==> src/rtl/fifo_write_arbiter_if.sv <==
// Shared FIFO write-port bundle: producer request/grant lines plus the FIFO write/status pins.
// master is the arbiter side; slave is the producers together with the FIFO.
interface fifo_write_arbiter_if #(
  parameter int unsigned FIFO_WIDTH = 16,
  parameter int unsigned NUM_REQ    = 4
);
  logic [NUM_REQ-1:0]            req;
  logic [NUM_REQ*FIFO_WIDTH-1:0] req_data;
  logic [NUM_REQ-1:0]            gnt;
  logic [FIFO_WIDTH-1:0]         fifo_data_in;
  logic                          fifo_wr_en;
  logic                          fifo_full;
  logic                          fifo_almostfull;
  logic                          fifo_wr_ack;
  logic                          fifo_overflow;

  modport master (
    input  req, req_data, fifo_full, fifo_almostfull, fifo_wr_ack, fifo_overflow,
    output gnt, fifo_data_in, fifo_wr_en
  );

  modport slave (
    output req, req_data, fifo_full, fifo_almostfull, fifo_wr_ack, fifo_overflow,
    input  gnt, fifo_data_in, fifo_wr_en
  );
endinterface

==> src/rtl/fifo_write_arbiter.sv <==
// Round-robin arbiter sharing one FIFO write port among NUM_REQ producers, with
// full/almostfull throttling and a saturating counter of writes the FIFO failed to ack.
module fifo_write_arbiter #(
  parameter int unsigned FIFO_WIDTH = 16,
  parameter int unsigned NUM_REQ    = 4,
  parameter int unsigned CNT_WIDTH  = 8,
  localparam int unsigned ID_W      = $clog2(NUM_REQ)
) (
  input  logic                    clk,
  input  logic                    rst,
  input  logic                    en_i,
  fifo_write_arbiter_if.master    bus,
  output logic                    stall_o,
  output logic [CNT_WIDTH-1:0]    drop_count_o,
  output logic [ID_W-1:0]         drop_id_o
);

  typedef enum logic [1:0] {IDLE, ISSUE, STALL} state_e;

  state_e                  state_q;
  logic [NUM_REQ-1:0]      gnt_q;
  logic                    wr_en_q;
  logic [FIFO_WIDTH-1:0]   data_q;
  logic [ID_W-1:0]         last_q;
  logic                    pending_q;
  logic [ID_W-1:0]         pend_id_q;
  logic [CNT_WIDTH-1:0]    drop_count_q;
  logic [ID_W-1:0]         drop_id_q;

  logic [NUM_REQ-1:0]      elig;
  logic                    elig_any;
  logic                    can_issue;
  logic                    issue;
  logic                    found;
  logic [ID_W-1:0]         winner;
  logic [FIFO_WIDTH-1:0]   win_data;
  logic                    unused_ovf;

  // Overflow is informational only; drops are detected from a missing wr_ack.
  assign unused_ovf = bus.fifo_overflow;

  // A write in flight into an almost-full FIFO fills it, so it blocks the next issue.
  assign can_issue = en_i & ~bus.fifo_full & ~(wr_en_q & bus.fifo_almostfull);
  assign elig      = bus.req & ~gnt_q;
  assign elig_any  = |elig;
  assign issue     = elig_any & can_issue;

  // Rotating-priority search starting just after the last winner.
  always_comb begin
    winner = last_q;
    found  = 1'b0;
    for (int unsigned k = 1; k <= NUM_REQ; k++) begin
      int unsigned idx;
      idx = (32'(last_q) + k) % NUM_REQ;
      if (!found && elig[ID_W'(idx)]) begin
        winner = ID_W'(idx);
        found  = 1'b1;
      end
    end
  end

  always_comb begin
    win_data = '0;
    for (int unsigned i = 0; i < NUM_REQ; i++) begin
      if (winner == ID_W'(i)) win_data = bus.req_data[i*FIFO_WIDTH +: FIFO_WIDTH];
    end
  end

  always_ff @(posedge clk or posedge rst) begin
    if (rst) begin
      state_q      <= IDLE;
      gnt_q        <= '0;
      wr_en_q      <= 1'b0;
      data_q       <= '0;
      last_q       <= ID_W'(NUM_REQ - 1);
      pending_q    <= 1'b0;
      pend_id_q    <= '0;
      drop_count_q <= '0;
      drop_id_q    <= '0;
    end else begin
      if (issue) begin
        wr_en_q <= 1'b1;
        gnt_q   <= NUM_REQ'(1) << winner;
        data_q  <= win_data;
        last_q  <= winner;
      end else begin
        wr_en_q <= 1'b0;
        gnt_q   <= '0;
      end

      // The FIFO answers a write with wr_ack one cycle after capturing it.
      pending_q <= wr_en_q;
      if (wr_en_q) pend_id_q <= last_q;

      if (pending_q && !bus.fifo_wr_ack) begin
        if (drop_count_q != '1) drop_count_q <= drop_count_q + CNT_WIDTH'(1);
        drop_id_q <= pend_id_q;
      end

      if (!elig_any)      state_q <= IDLE;
      else if (can_issue) state_q <= ISSUE;
      else                state_q <= STALL;
    end
  end

  assign bus.gnt          = gnt_q;
  assign bus.fifo_wr_en   = wr_en_q;
  assign bus.fifo_data_in = data_q;
  assign stall_o          = (state_q == STALL);
  assign drop_count_o     = drop_count_q;
  assign drop_id_o        = drop_id_q;

endmodule
==> src/flat_wrapper.sv <==
// flat-port wrapper written by rule: the top's interface ports become plain ports
module fifo_write_arbiter_flat 
#(
  parameter int unsigned FIFO_WIDTH = 16,
  parameter int unsigned NUM_REQ    = 4,
  parameter int unsigned CNT_WIDTH  = 8,
  localparam int unsigned ID_W      = $clog2(NUM_REQ)
)
  (clk, rst, en_i, stall_o, drop_count_o, drop_id_o, bus_req, bus_req_data, bus_fifo_full, bus_fifo_almostfull, bus_fifo_wr_ack, bus_fifo_overflow, bus_gnt, bus_fifo_data_in, bus_fifo_wr_en);
  fifo_write_arbiter_if #(.FIFO_WIDTH(FIFO_WIDTH), .NUM_REQ(NUM_REQ)) bus_i ();
  input  logic clk;
  input  logic rst;
  input  logic en_i;
  output logic stall_o;
  output logic [CNT_WIDTH-1:0] drop_count_o;
  output logic [ID_W-1:0] drop_id_o;
  input wire logic [$bits(bus_i.req)-1:0] bus_req;
  input wire logic [$bits(bus_i.req_data)-1:0] bus_req_data;
  input wire logic [$bits(bus_i.fifo_full)-1:0] bus_fifo_full;
  input wire logic [$bits(bus_i.fifo_almostfull)-1:0] bus_fifo_almostfull;
  input wire logic [$bits(bus_i.fifo_wr_ack)-1:0] bus_fifo_wr_ack;
  input wire logic [$bits(bus_i.fifo_overflow)-1:0] bus_fifo_overflow;
  output wire logic [$bits(bus_i.gnt)-1:0] bus_gnt;
  output wire logic [$bits(bus_i.fifo_data_in)-1:0] bus_fifo_data_in;
  output wire logic [$bits(bus_i.fifo_wr_en)-1:0] bus_fifo_wr_en;
  assign bus_i.req = bus_req;
  assign bus_i.req_data = bus_req_data;
  assign bus_i.fifo_full = bus_fifo_full;
  assign bus_i.fifo_almostfull = bus_fifo_almostfull;
  assign bus_i.fifo_wr_ack = bus_fifo_wr_ack;
  assign bus_i.fifo_overflow = bus_fifo_overflow;
  assign bus_gnt = bus_i.gnt;
  assign bus_fifo_data_in = bus_i.fifo_data_in;
  assign bus_fifo_wr_en = bus_i.fifo_wr_en;
  fifo_write_arbiter #(.FIFO_WIDTH(FIFO_WIDTH), .NUM_REQ(NUM_REQ), .CNT_WIDTH(CNT_WIDTH)) u_core (.clk(clk), .rst(rst), .en_i(en_i), .bus(bus_i), .stall_o(stall_o), .drop_count_o(drop_count_o), .drop_id_o(drop_id_o));
endmodule
==> config.mk <==
export PLATFORM = sky130hd
export DESIGN_NAME = fifo_write_arbiter_flat
export DESIGN_NICKNAME = d
export VERILOG_FILES = /design/src/rtl/fifo_write_arbiter_if.sv /design/src/rtl/fifo_write_arbiter.sv /design/src/flat_wrapper.sv
export SDC_FILE = /design/constraint.sdc
export NUM_CORES = 1
export LEC_CHECK = 0
export BUFFER_PORTS_ARGS = -buffer_cell sky130_fd_sc_hd__buf_4
export CORE_MARGIN = 8
export CORE_UTILIZATION = 39
export DETAILED_ROUTE_END_ITERATION = 10
export GPL_ROUTABILITY_DRIVEN = 0
export HOLD_SLACK_MARGIN = 0.06
export PLACE_DENSITY = 0.71
export SYNTH_ARGS = -nofsm -noshare
export SYNTH_HDL_FRONTEND = slang
export SYNTH_SLANG_ARGS = --single-unit
==> constraint.sdc <==
create_clock -name clk -period 2.29 [get_ports clk]
set_input_delay 0.229 -clock clk [delete_from_list [all_inputs] [get_ports clk]]
set_output_delay 0.229 -clock clk [all_outputs]
set_load 0.01 [all_outputs]
==> flow_summary.ini <==
[power_and_ir_drop]
p_comb_share_pct = 46.3
p_int_mw = 1.98
swShare_pct = 34.9
ir_worst_vdd_mv = 0.453
sequentialPowerShare_pct = 35.3
p_sw_mw = 1.06
p_leak_nw = 1.53
cellPowerDensity_mw_per_mm2 = 1010
finalPower_mw = 3.04
clockPowerShare_pct = 18.4

[route]
drc = 0
wirelength_um = 5500
drtIter0Drc = 71
ant_nets = 0
vias = 1724
avgViaCountPerCell = 4.93
wl_per_cell_um = 15.7
first_pass_iters = 5

[clock_network]
clock_sinks = 37
post_cts_buffers = 0
clk_pin_slew_ns = 0.08
cts_tree = done
cts_htree_levels = 2
cts_resized = 0
root_buffer = clkbuf_8
clk_latency_ns = 0.29
cts_buffer_depth = 2
cts_buffers = 5

[logic_synthesis]
yosysMostFrequentCell = dfrtp_1
netlist-cell-type-count = 36
synth_top_area_cell = dfrtp_1
synth-edff-count = 0
synth.avg_cell_area_um2 = 12.0
ys.warnings.count = 0
synth_seq_cells = 37
synthTopCellsByCount = dfrtp_1, mux2i_1, nand2_1
ys_async_sr_fraction_pct = 100
ys_seq_area_share_pct = 45.6
synthesis.nets = 245
synthFlopType = dfrtp_1
postSynthCellCount = 169
synth_top_area_share_pct = 43.0
ys_top_cells_by_area = dfrtp_1, mux2i_1, o221ai_2
syn_area_mm2 = 0.00204

[die]
ios = 107
rows = 26
core_mm2 = 0.00507
dieHeight_um = 88.2
die_area_mm2 = 0.00779
fp.dieW_um = 88.2
start_util_pct = 40.1

[sta]
fmaxAchievable_mhz = 480
hold_violations = 0
finalCritPeriodShare_pct = 90.9
rsz0062_at_grt = no
min_period_ns = 2.08
finClkSkew_ns = 0.0143
slew_headroom_pct = 42.5
maxSlewViolCount = 0
tightest_slew_ns = 0.863
setup-tns-final_ns = 0
setup_viol = 0

[finish]
n_antenna_cell = 0
final_layout_size_suffix_gt1_share_pct = 50.0
nNetsFinal = 355
final_util_pct = 59.3
nFillCells = 457
syn2layout_area_growth_pct = 47.9

[critical_path]
path_cells = nor3b_1, a21oi_1, mux2i_1, or2_1, o221ai_1
crit_slowest_cell = or2_1
end_kind = flip-flop
worstPathRequired_ns = 2.43
crit_buf_inv = 0
crit_fanout = 18
path_class = flip-flop to flip-flop
slowest_delay_ns = 0.70
crit_arrival_ns = 2.22
cp_top_family = simple AND/OR/NAND/NOR gates
startpoint_type = flip-flop

[global_route]
overflow = 0
grt.total_usage_pct = 14.3
first_global_vias = 1867
grt_pass1_wl_um = 8640
antenna_found_initial = 0
grt_max_degree = 38

[status]
outcome = complete, no violations

[placed_design]
port_buffers = 105
hpwlAfterDp_um = 4320

[min_path]
holdCritPathClass = input port to flip-flop

[flow_run]
cap_viol_max_count = 0
-- metal layers --
| metal | share of wire (%) | vias up | track usage [%] |
|---|---|---|---|
| li1 | - | 838 | - |
| met1 | 41 | 800 | 16.3 |
| met2 | 47 | 80 | 22.0 |
| met3 | 11 | 6 | 8.17 |
| met4 | 1.1 | 0 | 4.61 |
| met5 | 0 | - | 0 |
-- sequential cells by signal (all words and copies together) (netlist names) --
name                     flops
u_core.pending_q             1
u_core.bus.fifo_wr_en        1
u_core.bus.gnt               4
u_core.drop_count_o          8
u_core.pend_id_q             2
u_core.drop_id_o             2
u_core.last_q                2
u_core.state_q               1
u_core.bus.fifo_data_in     16
-- what timing repair did --
item / 4_1_cts / 5_1_grt
hold endpoints to repair: 18 / 0
hold buffers: 1 / 0
endpoints found under the setup margin: 0 / 0
-- cell type report --
cell class	count	area (um^2)	share of cell area (%)
multi-input combinational	119	1000	33.2
sequential	37	928	30.8
timing repair buffer	112	868	28.8
tap	70	87.6	2.91
clock buffer	6	72.6	2.41
clock inverter	2	38.8	1.29
inverter	4	15.0	0.499
-- final timing paths --
path / startpoint / slack, ns / cells past startpoint / endpoint
worst max-delay path: u_core.bus.gnt[3] / 0.21 / 5 / u_core.bus.fifo_data_in[15]
worst min-delay path: bus_req_data[6] / 0.23 / 3 / u_core.bus.fifo_data_in[6]
worst max register to register: u_core.bus.gnt[3] / 0.21 / 5 / u_core.bus.fifo_data_in[15]
worst min register to register: u_core.bus.fifo_data_in[5] / 0.49 / 2 / u_core.bus.fifo_data_in[5]
max in group asynchronous: rst / 1.32 / 4 / u_core.last_q[1]
min in group asynchronous: rst / 0.61 / 4 / u_core.bus.fifo_data_in[12]
-- placed cells by master (no fill, tap or decap), types with 2 or more instances in the layout --
cell        n
buf_12      2
nand3_1     2
mux2i_1    33
xor2_1      2
nand2b_1    2
or2_1       2
nor2b_4     3
dfrtp_1    35
buf_4     109
inv_1       3
xnor2_1     5
mux2_2      5
dfstp_2     2
nor2b_1     3
and3_1      3
nor2_1      7
o221ai_2    9
nand2_1    21
o221ai_1    7
clkbuf_8    5
nand4_1     2
-- per-stage QoR --
| step | hold WS, ns | worst slack [ns] | instance area (um^2) | cells |
|---|---|---|---|---|
| after floorplan | 0.407 | 0.532 | 2040 | 169 |
| after global placement | 0.377 | 0.210 | 2890 | 341 |
| after detailed placement | 0.378 | 0.162 | 2890 | 341 |
| after CTS | 0.224 | 0.165 | 3010 | 350 |
| after global routing | 0.248 | 0.0513 | 3010 | 350 |
| final | 0.232 | 0.207 | 3010 | 350 |
-- power groups by stage --
stage	logic (mW)	clock network, mW	registers (mW)
5_1_grt	1.53	0.609	1.11
3_3_place_gp	1.41	0	1.08
4_1_cts	1.44	0.580	1.07
6_report	1.41	0.561	1.07
2_1_floorplan	0.807	0	1.15
3_5_place_dp	1.43	0	1.08
-- worst reg2reg max path: cells and delay by family, from the launching register on --
family / cells / cell delay (ns)
and+or+nand+nor: 2 / 0.98
DFF: 1 / 0.42
AOI/OAI and AO/OA: 2 / 0.34
muxes: 1 / 0.20
-- cells by family after synthesis --
logic type,Yosys count,share of synthesized area [%]
multiplexers,38,19.0
adder cells (fa/ha/maj),1,0.615
XOR/XNOR,7,3.01
flip-flops,37,45.6
AND/OR/NAND/NOR,50,14.4
AO/OA/AOI/OAI,23,12.2
buffers and inverters,13,5.22
No activity file was read; power rests on OpenSTA's default activity.
